`src/rtl/qnigma_arb.sv`:
```
// qnigma_arb -- registered N-channel arbiter with grant hold.
//
// Picks one requester by fixed-high, fixed-low or round-robin priority,
// holds the grant until the owner releases it (rel or dropping its req),
// then re-arbitrates in the same cycle so a waiting requester is granted
// on the next edge with no idle bubble. The released owner is masked out
// of that immediate re-arbitration.
//
// Parameters:
//   N    number of requesters (>= 2)
//   MODE 0 = highest index wins, 1 = lowest index wins, 2 = round-robin
//   HMAX maximum hold cycles per grant (>= 1), timeout build only
//
// Ports:
//   clk    clock
//   rst    synchronous reset, active-high
//   req    request vector, level-sensitive
//   rel    release strobe from the current owner
//   gnt    one-hot grant, registered
//   gnt_i  binary index of gnt, 0 when no grant
//   gnt_v  grant valid (|gnt)
//   tout   one-cycle pulse when a grant is revoked by hold timeout
//
// Build option: define QNIGMA_ARB_TIMEOUT_EN to add the hold-timeout
// counter; otherwise grants are held indefinitely and tout is 0.
//
// State | meaning
// IDLE  | no grant outstanding
// BUSY  | grant held by gnt_i

module qnigma_arb #(
  parameter int N    = 4,
  parameter int MODE = 2,
  parameter int HMAX = 64
) (
  input  logic                 clk,
  input  logic                 rst,
  input  logic [N-1:0]         req,
  input  logic                 rel,
  output logic [N-1:0]         gnt,
  output logic [$clog2(N)-1:0] gnt_i,
  output logic                 gnt_v,
  output logic                 tout
);

  localparam int IW = $clog2(N);

  if (N < 2 || HMAX < 1 || MODE < 0 || MODE > 2) begin : g_bad_param
    $error("qnigma_arb: need N >= 2, HMAX >= 1, MODE in 0..2");
  end

  typedef enum logic {IDLE, BUSY} state_t;

  state_t        state, state_n;
  logic [N-1:0]  gnt_n, cand;
  logic [IW-1:0] gnt_i_n, ptr, ptr_n, win_idx;
  logic          win_found, end_g, take, to_hit;

`ifdef QNIGMA_ARB_TIMEOUT_EN
  localparam int CW = $clog2(HMAX + 1);
  logic [CW-1:0] cnt, cnt_n;
  logic          tout_n;

  assign to_hit = (cnt == CW'(HMAX - 1));
`else
  assign to_hit = 1'b0;
  assign tout   = 1'b0;
`endif

  assign gnt_v = |gnt;

  // Winner search. While busy the owner's bit is masked so it cannot win
  // the arbitration that ends its own grant.
  always_comb begin
    int p;
    p         = int'(ptr);
    cand      = (state == BUSY) ? (req & ~gnt) : req;
    win_found = 1'b0;
    win_idx   = '0;
    if (MODE == 0) begin
      for (int i = 0; i < N; i++)
        if (cand[i]) begin
          win_found = 1'b1;
          win_idx   = IW'(i);
        end
    end else if (MODE == 1) begin
      for (int i = N - 1; i >= 0; i--)
        if (cand[i]) begin
          win_found = 1'b1;
          win_idx   = IW'(i);
        end
    end else begin
      // Walk from ptr upward; wrap by compare so non-power-of-two N works.
      for (int k = 0; k < N; k++) begin
        if (!win_found && cand[p]) begin
          win_found = 1'b1;
          win_idx   = IW'(p);
        end
        p = (p == N - 1) ? 0 : p + 1;
      end
    end
  end

  always_comb begin
    state_n = state;
    gnt_n   = gnt;
    gnt_i_n = gnt_i;
    ptr_n   = ptr;
    end_g   = 1'b0;
    take    = 1'b0;
`ifdef QNIGMA_ARB_TIMEOUT_EN
    cnt_n   = cnt;
    tout_n  = 1'b0;
`endif
    case (state)
      IDLE: take = win_found;
      BUSY: begin
        // rel, a dropped req and a timeout in the same cycle are one end.
        end_g = rel | ~req[gnt_i] | to_hit;
        if (end_g) begin
`ifdef QNIGMA_ARB_TIMEOUT_EN
          tout_n = to_hit & ~rel;
          cnt_n  = '0;
`endif
          if (win_found) begin
            take = 1'b1;
          end else begin
            state_n = IDLE;
            gnt_n   = '0;
            gnt_i_n = '0;
          end
        end else begin
`ifdef QNIGMA_ARB_TIMEOUT_EN
          cnt_n = (cnt == '1) ? cnt : cnt + 1'b1;
`endif
        end
      end
    endcase
    if (take) begin
      state_n = BUSY;
      gnt_n   = {{(N-1){1'b0}}, 1'b1} << win_idx;
      gnt_i_n = win_idx;
      ptr_n   = (win_idx == IW'(N - 1)) ? '0 : win_idx + 1'b1;
`ifdef QNIGMA_ARB_TIMEOUT_EN
      cnt_n   = '0;
`endif
    end
  end

  always_ff @(posedge clk) begin
    if (rst) begin
      state <= IDLE;
      gnt   <= '0;
      gnt_i <= '0;
      ptr   <= '0;
`ifdef QNIGMA_ARB_TIMEOUT_EN
      cnt   <= '0;
      tout  <= 1'b0;
`endif
    end else begin
      state <= state_n;
      gnt   <= gnt_n;
      gnt_i <= gnt_i_n;
      ptr   <= ptr_n;
`ifdef QNIGMA_ARB_TIMEOUT_EN
      cnt   <= cnt_n;
      tout  <= tout_n;
`endif
    end
  end

endmodule

```
`config.mk`:
```
export PLATFORM = sky130hd
export DESIGN_NAME = qnigma_arb
export DESIGN_NICKNAME = d
export VERILOG_FILES = /design/src/rtl/qnigma_arb.sv
export SDC_FILE = /design/constraint.sdc
export NUM_CORES = 1
export LEC_CHECK = 0
export BUFFER_PORTS_ARGS = -buffer_cell sky130_fd_sc_hd__buf_4
export CAP_MARGIN = 20
export CORE_MARGIN = 3
export CORE_UTILIZATION = 48
export DETAILED_ROUTE_END_ITERATION = 8
export PLACE_DENSITY = 0.73
export SETUP_SLACK_MARGIN = 0.05
export SKIP_LAST_GASP = 1
export SLEW_MARGIN = 10
export SYNTH_ARGS = -nofsm -noshare
export SYNTH_HDL_FRONTEND = slang
export SYNTH_SLANG_ARGS = --single-unit
```
`constraint.sdc`:
```
create_clock -name clk -period 2.1 [get_ports clk]
set_input_delay 0.105 -clock clk [delete_from_list [all_inputs] [get_ports clk]]
set_output_delay 0.105 -clock clk [all_outputs]
set_load 0.005 [all_outputs]
```
# Yosys cells after proc, flatten, opt, wreduce, memory -nomap -nowiden
# Index checks and enable logic that the tools add are counted.
# word_totals
ff_bits	9
input_bits	7
elab_cells	74
# classes
eq_ne	5
mux	40
n_shift	1
n_bitwise	5
n_reduce_logical	10
order_cmp	5
n_addsub	4
# ops
operator	count
$mux 4	6
$mux 2	9
$mux 1	17
$bmux 1 s2	5
$lt 2x3->1 const B	2
$add 4x1->5 const B	1
$lt 5x3->1 const B	1
$mux 5	1
$add 3x1->4 const B	1
$and 4x4->4	1
$eq 4x2->1 const B	1
$lt 4x3->1 const B	1
$not 4->4	1
$reduce_bool 2->1	2
$reduce_or 4->1	1
$shl 1x2->4 const A	1
$add 2x1->3 const B	1
$eq 3x2->1 const B	1
$logic_and 1x1->1	3
$logic_not 1->1	3
$lt 3x3->1 const B	1
$mux 3	1
$reduce_and 3->1	1
$add 2x1->2 const B	1
other kinds (6)	7

# Longest topological paths before layout
# Gate-level depths: netlist (run 1).
# logic_depth
depth_word	20
ltp_mapped	9

# Worst setup path before layout (run 1)
# OpenSTA, ideal clock, no wires.
# synth_path
kind	register -> register
start	reg ptr[1]
end	reg gnt[0]
setup_slack_ns	0.009
synth_period_minus_slack_ns	2.091
n_path_buf	1
setup_ns	0.135
path_stages_with_launch	8
arrival_time_ns	1.957
path_cell_list	dfxtp_1 > ha_1 > clkbuf_1 > o21bai_1 > or4_1 > a21o_1 > o221ai_2 > o22ai_1
# synth_via
elab_chain_cells	18
elab_cells_between_ends	43
classes_between	add/sub (3); eq/ne (4); shift (1); mux (26); reduce/logical (9)
# synth_rtl
item	line_no	source
start, declared	56	logic [IW-1:0] gnt_i_n, ptr, ptr_n, win_idx;
start signal, assigned	164	ptr <= ptr_n;
parallel branches: the longest is 18 deep, another holds $add 4x1->5	--	
end signal, assigned	162	gnt <= gnt_n;
end, declared	40	output logic [N-1:0] gnt,
# Parallel ways; which one is timed is not known. The select of a mux whose other input is x is not followed.
# A chain may end at the register's enable or synchronous reset.

# Worst setup path in the final report (run 1)
# layout_path
start	reg state
end	reg ptr[1]
# layout_via
elab_chain_cells	16
elab_cells_between_ends	33
classes_between	add/sub (1); eq/ne (1); mux (24); bitwise (1); reduce/logical (6)
# layout_rtl
item	line_no	source
start, declared	54	state_t state, state_n;
start signal, assigned	161	state <= state_n;
$mux 4	77	cand = (state == BUSY) ? (req & ~gnt) : req;
$bmux 1 s2	95	if (!win_found && cand[p]) begin
$mux 1 (implied by the code)	95	
$mux 1	95	
$logic_not 1->1	95	
$logic_and 1x1->1	95	
$mux 1	95	
$logic_not 1->1	95	
$logic_and 1x1->1	95	
$mux 1	95	
$logic_not 1->1	95	
$logic_and 1x1->1	95	
$mux 1	95	
$mux 1	125	if (win_found) begin
$mux 1	120	if (end_g) begin
$pmux 1 s2	115	case (state)
# Several ways; a longest one is shown, not always the timed one. The select of a mux whose other input is x is not followed.

==> impl_metrics.csv, run 1 <==
group,metric,value,unit
finish,diodes,0,
synth,syn_inst,98,
grt,gr-total-overflow,0,
placed_design,numPortBuffers,13,
run,max-cap-violations,0,
clock_network,cts_inserted_buffers,3,
clock_network,h-tree-depth,1,
die,rows,14,
drt,drt_iter0_markers,42,
die,core-area,1540,um^2
synth,syn_area,805,um^2
synth,syn_nets,110,
grt,grtUsageTotal,0.218,
grt,grt_first_pass_wirelength,3340,um
synth,async_flop_share,0,
drt,drt_pass1_iterations,4,
power_and_ir_drop,p_leak,0.495,nW
drt,routed_via_density,6.04,
finish,final_util,0.735,
clock_network,cts_tree,"done",
setup_path,crit_fanout,9,
power_and_ir_drop,power_density,1420,nW/um^2
timing,finalCritPeriodShare,0.982,
synth,synthMuxAreaShare,0.0778,
drt,ant_nets,0,
synth,synth_edf_count,0,
synth,synth-compound-area-share,0.358,
hold_path,hold_class,"input pin to flop",
power_and_ir_drop,seq_power_share,0.197,
synth,ys_warn_count,0,
timing,rsz0062_at_grt,"yes",
synth,synth.area.top_cells,"dfxtp_1 (22%), ha_1 (7.8%), inv_1 (6.5%)",
finish,area_delta_synth_final,40.9,%
synth,avgSynthCellArea,8.21,um^2
finish,instances_no_fill,144,
power_and_ir_drop,intPower,891,uW
setup_path,reg2reg_depth,8,
timing,setup_viol,0,
setup_path,critPathLaunchType,"flop",
grt,top_usage_layer,"met2",
die,die_h,46.9,um
clock_network,clk_latency,0.27,ns
synth,synth_top_family_by_area,"compound AO/OA/AOI/OAI gates",
synth,ys.flop_type,"dfxtp_1",
clock_network,clockRootBuffer,"clkbuf_4",
timing,slew_viol_final,0,
placed_design,hpwl,1790,um
die,ios,15,
synth,synth-xor-area-share,0,
synth,synth_top_area_frac,0.224,
timing,worst_hold_slack,0.229,ns
run_status,outcome,"finished clean",
grt,use_met3,0.0536,
grt,globalRouteMet1Util,0.277,
setup_path,endpoint_kind,"flop",
clock_network,clockBufferDepth,2,
synth,synth_cell_types,39,
setup_path,slowest_stage,"mux4_2",
drt,drcViolationCount,0,
finish,layout_common_cells,"buf_4 (29), inv_1 (14), nand2_1 (6), dfxtp_1 (6), o22ai_2 (5)",
setup_path,worstPathCellList,"a21boi_1, mux4_2, a2111oi_4, or2_1, inv_1, ha_1, nand2_1, mux2i_1",
power_and_ir_drop,p_comb_frac,0.716,
hold_path,min_to,"state",
synth,yosys_register_bits,9,
hold_path,worstHoldPathCells,3,
placed_design,dp_cells,139,
clock_network,path_clk_slew,0.07,ns
setup_path,cp_slowest_stage_delay,0.53,ns
setup_path,cp.arrival,2.26,ns
clock_network,postCtsHoldBufs,0,
setup_path,reg2reg_to,"ptr[1]",
finish,stdcell_area,1130,um^2
synth,synth_largest_area_cell,"dfxtp_1",
grt,grt_max_degree,11,
placed_design,place_congestion,0.881,
grt,met2_usage,0.360,
synth,synth_simple_gate_area_frac,0.160,
grt,grt_pass1_vias,753,
die,start_util,0.522,
drt,vias,870,
setup_path,cp_data_required_time,2.29,ns
placed_design,place_area,1030,um^2
finish,nNetsFinal,141,
power_and_ir_drop,peakVddDrop,0.000995,V
timing,fin_worst_skew,0.00375,ns
hold_path,holdCritStartpoint,"rst",
setup_path,criticalPathCategory,"flop to flop",
setup_path,r2r-start,"state",
die,die_w,46.9,um
setup_path,regToRegSetupSlack,0.04,ns
timing,finalCriticalPeriod,2.06,ns
clock_network,cts.sinks,9,
finish,drive_gt1_frac,0.430,
power_and_ir_drop,p_switching,717,uW
power_and_ir_drop,switching_share,0.446,
timing,fmax,485,MHz
drt,routed_wl,2290,um
synth,synth-seq-area-share,0.224,
finish,layout_commonest_cell,"buf_4",
synth,synthAdderAreaFrac,0.0778,
die,die_area,2200,um^2
drt,wl_per_cell,15.9,um
timing,hold_violations,0,
grt,antenna_found_initial,0,
power_and_ir_drop,clkPwrFrac,0.088,
[cell usage after synthesis, types with 2 or more instances]
library cell  instances
inv_1                14
o21bai_1              2
a21oi_1               3
mux2i_1               4
nand2_1               6
dfxtp_1               9
ha_1                  5
nor3_1                3
nand4_1               3
a21boi_1              2
a21boi_2              2
clkbuf_1              2
o211ai_1              2
o21a_1                2
nor2_1                4
a21bo_2               4
o21ai_0               3
o22ai_1               7
[metrics by stage]
step / power, mW / worst slack [ns] / TNS, ns
after CTS: 1.51 / 0.0168 / 0
after detailed placement: 1.35 / -0.0812 / -0.314
final: 1.61 / 0.0370 / 0
after global routing: 1.73 / -0.0529 / -0.0529
after global placement: 1.31 / 0.0427 / 0
after floorplan: 0.899 / 0.0570 / 0
[what timing repair did]
item	in CTS	in global routing
pin swaps	0	3
setup endpoints to repair	7	7
gates cloned	0	0
resized for setup	3	9
buffers inserted	0	1
[area by class of cell]
type	count	area, um^2
repair buffers	30	229
clock buffers	3	22.5
flip-flops and latches	9	186
well taps	16	20.0
inverters	14	52.6
fillers	127	408
clock inverters	1	5.00
multi-input cells	71	618
[how the worst max path moves through the flow]
stage          cells past startpoint      to   start
2_1_floorplan                      7  gnt[0]  ptr[1]
3_3_place_gp                       8  ptr[1]   state
3_5_place_dp                       8  ptr[1]   state
4_1_cts                            8  ptr[1]   state
5_1_grt                            8  ptr[1]   state
6_report                           8  ptr[1]   state
[logic make-up (layout without fill, tap and decap cells)]
logic type,Yosys count,count (layout)
compound gates,36,36
fa+ha+maj,5,5
buf+inv,18,48
flops,9,9
mux,5,5
other cells,1,1
simple gates,24,24
[power by group through the flow]
| stage | Sequential, mW | Clock [mW] | Combinational (mW) |
|---|---|---|---|
| after floorplan | 0.306 | 0 | 0.592 |
| after global placement | 0.307 | 0 | 1.00 |
| final | 0.316 | 0.141 | 1.15 |
| after detailed placement | 0.308 | 0 | 1.04 |
| after CTS | 0.305 | 0.148 | 1.06 |
| after global routing | 0.325 | 0.158 | 1.25 |
[registers in the layout, indices dropped and copies added (netlist names)]
name	cells
ptr	2
gnt	4
gnt_i	2
state	1
[worst max-delay path, delay by kind of cell, from the launching register on]
kind | cells | cell delay, ns
multiplexers | 2 | 0.67
adder cells (fa/ha/maj) | 1 | 0.30
flip-flops | 1 | 0.40
buffers and inverters | 1 | 0.07
AND/OR/NAND/NOR | 2 | 0.22
AO/OA/AOI/OAI | 2 | 0.32
[layer usage]
layer,vias up,routed length [um]
met5,-,0
met4,0,15
met3,4,147
met2,34,1190
met1,417,936
li1,415,-
No activity file was read; power rests on OpenSTA's default activity.
==> run 2: changes to the inputs <==
--- a/config.mk
+++ b/config.mk
@@ -10,7 +10,7 @@
 export CORE_MARGIN = 3
 export CORE_UTILIZATION = 48
 export DETAILED_ROUTE_END_ITERATION = 8
-export PLACE_DENSITY = 0.73
+export PLACE_DENSITY_LB_ADDON = 0.2
 export SETUP_SLACK_MARGIN = 0.05
 export SKIP_LAST_GASP = 1
 export SLEW_MARGIN = 10
==> impl_metrics.csv, run 2 (same netlist as run 1, synthesis figures left out) <==
group,metric,value,unit
placed_design,place_area,1050,um^2
run,max-cap-violations,0,
clock_network,h-tree-depth,1,
finish,area_delta_synth_final,39.8,%
setup_path,criticalPathCategory,"flop to flop",
drt,drt_iter0_markers,37,
finish,final_util,0.730,
clock_network,path_clk_slew,0.06,ns
drt,routed_wl,2360,um
timing,fin_ws,0.102,ns
grt,grt_first_pass_wirelength,3720,um
finish,instances_no_fill,146,
timing,fin_worst_skew,0.00371,ns
drt,drcViolationCount,0,
grt,grt_max_degree,11,
timing,hold_violations,0,
finish,largest_reg_flops,4,
setup_path,crit_fanout,6,
power_and_ir_drop,clkPwrFrac,0.087,
die,die_w,46.9,um
drt,drt_pass1_iterations,4,
timing,rsz0062_at_grt,"yes",
finish,layout_commonest_cell,"buf_4",
placed_design,hpwl,1850,um
power_and_ir_drop,seq_power_share,0.194,
power_and_ir_drop,power_density,1420,nW/um^2
timing,finalCriticalPeriod,2.00,ns
clock_network,clockBufferDepth,2,
grt,gr-total-overflow,0,
finish,stdcell_area,1120,um^2
drt,wl_per_cell,16.2,um
setup_path,reg2reg_depth,6,
setup_path,cp.arrival,2.13,ns
clock_network,cts.sinks,9,
grt,grt_pass1_vias,883,
power_and_ir_drop,p_comb_frac,0.719,
timing,worst_hold_slack,0.239,ns
hold_path,worstHoldPathCells,3,
finish,layout_common_cells,"buf_4 (32), inv_1 (14), nand2_1 (6), dfxtp_1 (6), ha_1 (5)",
run_status,outcome,"finished clean",
setup_path,critPathLaunchType,"flop",
grt,grtUsageTotal,0.239,
die,rows,14,
die,core-area,1540,um^2
timing,setup_viol,0,
power_and_ir_drop,p_switching,708,uW
drt,ant_nets,0,
finish,fillCellCount,119,
clock_network,clockRootBuffer,"clkbuf_4",
finish,diodes,0,
power_and_ir_drop,p_leak,0.502,nW
die,die_area,2200,um^2
placed_design,dp_cells,142,
clock_network,cts_inserted_buffers,3,
timing,fmax,500,MHz
power_and_ir_drop,switching_share,0.443,
clock_network,clk_latency,0.26,ns
placed_design,pre_cts_slack,0.0148,ns
clock_network,postCtsHoldBufs,0,
timing,finalCritPeriodShare,0.952,
die,die_h,46.9,um
timing,slew_viol_final,0,
die,ios,15,
finish,drive_gt1_frac,0.408,
finish,top_regs,"gnt (4), gnt_i (2), ptr (2)",
die,start_util,0.522,
placed_design,place_congestion,0.878,
finish,largest_register,"gnt",
grt,antenna_found_initial,0,
finish,nNetsFinal,143,
setup_path,cp_data_required_time,2.24,ns
setup_path,endpoint_kind,"flop",
placed_design,numPortBuffers,13,
power_and_ir_drop,intPower,889,uW
power_and_ir_drop,peakVddDrop,0.000898,V
clock_network,cts_tree,"done",
drt,routed_via_density,5.94,
hold_path,hold_class,"input pin to flop",
drt,vias,867,
==> run 2: per-stage QoR <==
stage                     total power, mW  setup TNS, ns
after floorplan                     0.899              0
after global placement               1.34              0
after detailed placement             1.38              0
after CTS                            1.55              0
after global routing                 1.72        -0.0363
final                                1.60              0
==> run 2: layout make-up <==
type / instances / area (um^2) / share of cell area
Tap cell: 16 / 20.0 / 0.0178
Timing Repair Buffer: 32 / 240 / 0.214
Multi-Input combinational cell: 71 / 599 / 0.533
Sequential cell: 9 / 186 / 0.166
Clock buffer: 4 / 26.3 / 0.0234
Inverter: 14 / 52.6 / 0.0467
==> run 2: routing by layer <==
layer  vias to the layer above  global-route usage  part of all wire
met3                         0              0.0766             0.070
li1                        422                   -                 -
met2                        32               0.423              0.52
met5                         -                   0                 0
met1                       413               0.272              0.41
met4                         0              0.0718                 0
==> run 2: what timing repair did <==
item,4_1_cts,5_1_grt
pin swaps,0,4
setup buffers,0,0
resized for setup,3,6
setup endpoints to repair,7,7
==> run 2: power groups by stage <==
stage	combinational [mW]	sequential (mW)	clock [mW]
CTS	1.10	0.306	0.145
finish	1.15	0.310	0.138
global placement	1.03	0.305	0
global route	1.25	0.315	0.155
detailed placement	1.07	0.308	0
floorplan	0.592	0.306	0
==> run 2: worst max-delay path: stages (launching register included) <==
cell and delay [ns]:
dfxtp_1 0.32, ha_1 0.33, o21bai_1 0.18, or4_1 0.43, a21o_1 0.23, o221ai_4 0.26, o22ai_1 0.13
==> run 2: final timing paths <==
path         slack (ns)     start        to
max                0.10    ptr[0]    gnt[2]
min                0.24       rst     state
max reg2reg        0.10    ptr[0]    gnt[2]
min reg2reg        0.53  gnt_i[1]  gnt_i[1]
==> run 3: changes to the inputs <==
--- a/config.mk
+++ b/config.mk
@@ -11,7 +11,7 @@
 export CORE_UTILIZATION = 48
 export DETAILED_ROUTE_END_ITERATION = 8
 export PLACE_DENSITY_LB_ADDON = 0.2
-export SETUP_SLACK_MARGIN = 0.05
+export SETUP_SLACK_MARGIN = 0.15
 export SKIP_LAST_GASP = 1
 export SLEW_MARGIN = 10
 export SYNTH_ARGS = -nofsm -noshare
==> impl_metrics.csv, run 3 (same netlist as run 1, synthesis figures left out) <==
group,metric,value,unit
drt,drcViolationCount,0,
setup_path,worstPathCellList,"a21boi_2, mux4_2, a2111oi_4, or2_1, inv_2, ha_4, nand2_2, mux2i_1",
timing,fmax,494,MHz
timing,finalCriticalPeriod,2.03,ns
setup_path,path_buf_inv,1,
finish,instances_no_fill,144,
die,die_w,46.9,um
drt,drt_iter0_markers,20,
setup_path,crit_family,"multiplexers",
timing,rsz0062_at_grt,"yes",
die,core-area,1540,um^2
grt,grt_first_pass_wirelength,3890,um
die,rows,14,
die,die_area,2200,um^2
run,max-cap-violations,0,
clock_network,clockBufferDepth,2,
drt,routed_via_density,6.28,
drt,ant_nets,0,
setup_path,regToRegSetupSlack,0.07,ns
setup_path,cp_slowest_stage_delay,0.53,ns
setup_path,cp_data_required_time,2.30,ns
finish,largest_reg_flops,4,
finish,area_delta_synth_final,45.4,%
power_and_ir_drop,p_leak,0.498,nW
grt,antenna_found_initial,0,
setup_path,endpoint_kind,"flop",
clock_network,path_clk_slew,0.06,ns
timing,tns,0,ns
die,ios,15,
finish,final_util,0.759,
die,start_util,0.522,
grt,grt_max_degree,11,
drt,routed_wl,2620,um
finish,largest_register,"gnt",
timing,finalCritPeriodShare,0.964,
finish,top_regs,"gnt (4), gnt_i (2), ptr (2)",
die,die_h,46.9,um
finish,nNetsFinal,141,
setup_path,cp.arrival,2.23,ns
clock_network,postCtsHoldBufs,0,
clock_network,cts_tree,"done",
clock_network,cts.sinks,9,
grt,grt_pass1_vias,815,
power_and_ir_drop,power_density,1460,nW/um^2
placed_design,place_congestion,0.935,
clock_network,cts_inserted_buffers,3,
grt,grtUsageTotal,0.254,
hold_path,hold_class,"input pin to flop",
timing,hold_violations,0,
drt,vias,904,
finish,diodes,0,
run_status,outcome,"finished clean",
finish,layout_common_cells,"buf_4 (30), inv_1 (12), o22ai_1 (7), dfxtp_1 (7), nand2_1 (5)",
clock_network,clk_latency,0.28,ns
setup_path,critPathLaunchType,"flop",
setup_path,slowest_stage,"mux4_2",
timing,setup_viol,0,
power_and_ir_drop,peakVddDrop,0.000916,V
placed_design,numPortBuffers,13,
power_and_ir_drop,power.total,1.70,mW
finish,drive_gt1_frac,0.461,
clock_network,h-tree-depth,1,
setup_path,criticalPathCategory,"flop to flop",
drt,wl_per_cell,18.2,um
timing,slew_viol_final,0,
timing,fin_worst_skew,0.00165,ns
finish,layout_commonest_cell,"buf_4",
placed_design,dp_cells,133,
grt,gr-total-overflow,0,
drt,drt_pass1_iterations,4,
clock_network,clockRootBuffer,"clkbuf_4",
setup_path,crit_fanout,7,
placed_design,hpwl,1720,um
[run 3: cell type report]
class                           count  area (um^2)
Fill cell                         106          372
Timing Repair Buffer               30          225
Clock buffer                        4         26.3
Tap cell                           16         20.0
Sequential cell                     9          188
Inverter                           14         52.6
Multi-Input combinational cell     71          658
[run 3: power by group]
part / internal (mW) / leakage, nW / switching [mW]
logic: 0.605 / 0.407 / 0.610
clock network: 0.0738 / 0.0150 / 0.0708
registers: 0.245 / 0.0753 / 0.0997
[run 3: routing by layer]
| metal | global-route usage | part of all wire |
|---|---|---|
| met1 | 0.311 | 0.40 |
| met2 | 0.420 | 0.50 |
| met3 | 0.0613 | 0.066 |
| met4 | 0.116 | 0.029 |
| met5 | 0 | 0 |
[run 3: what timing repair did]
action                     in CTS  in global routing
pin swaps                       2                  1
buffers inserted                4                  3
setup endpoints to repair       7                  8
resized for setup               9                  8
[run 3: final timing paths]
check	to	depth (start not counted)	from
hold reg to reg	ptr[1]	2	ptr[1]
setup / recovery	ptr[1]	8	state
setup reg to reg	ptr[1]	8	state
hold / removal	state	3	rst
[run 3: worst register-to-register path, stage by stage, from the launching register on]
cell and delay (ns):
dfxtp_4 0.43, a21boi_2 0.10, mux4_2 0.53, a2111oi_4 0.24
or2_1 0.19, inv_2 0.07, ha_4 0.25, nand2_2 0.04
mux2i_1 0.11
[run 3: through the flow]
| stage | area, um^2 | hold slack [ns] | worst slack [ns] |
|---|---|---|---|
| detailed placement | 1010 | 0.478 | 0.00705 |
| global route | 1170 | 0.264 | 0.0235 |
| finish | 1170 | 0.250 | 0.0747 |
| CTS | 1110 | 0.219 | 0.127 |
| floorplan | 852 | 0.315 | 0.0890 |
| global placement | 1010 | 0.465 | 0.0807 |
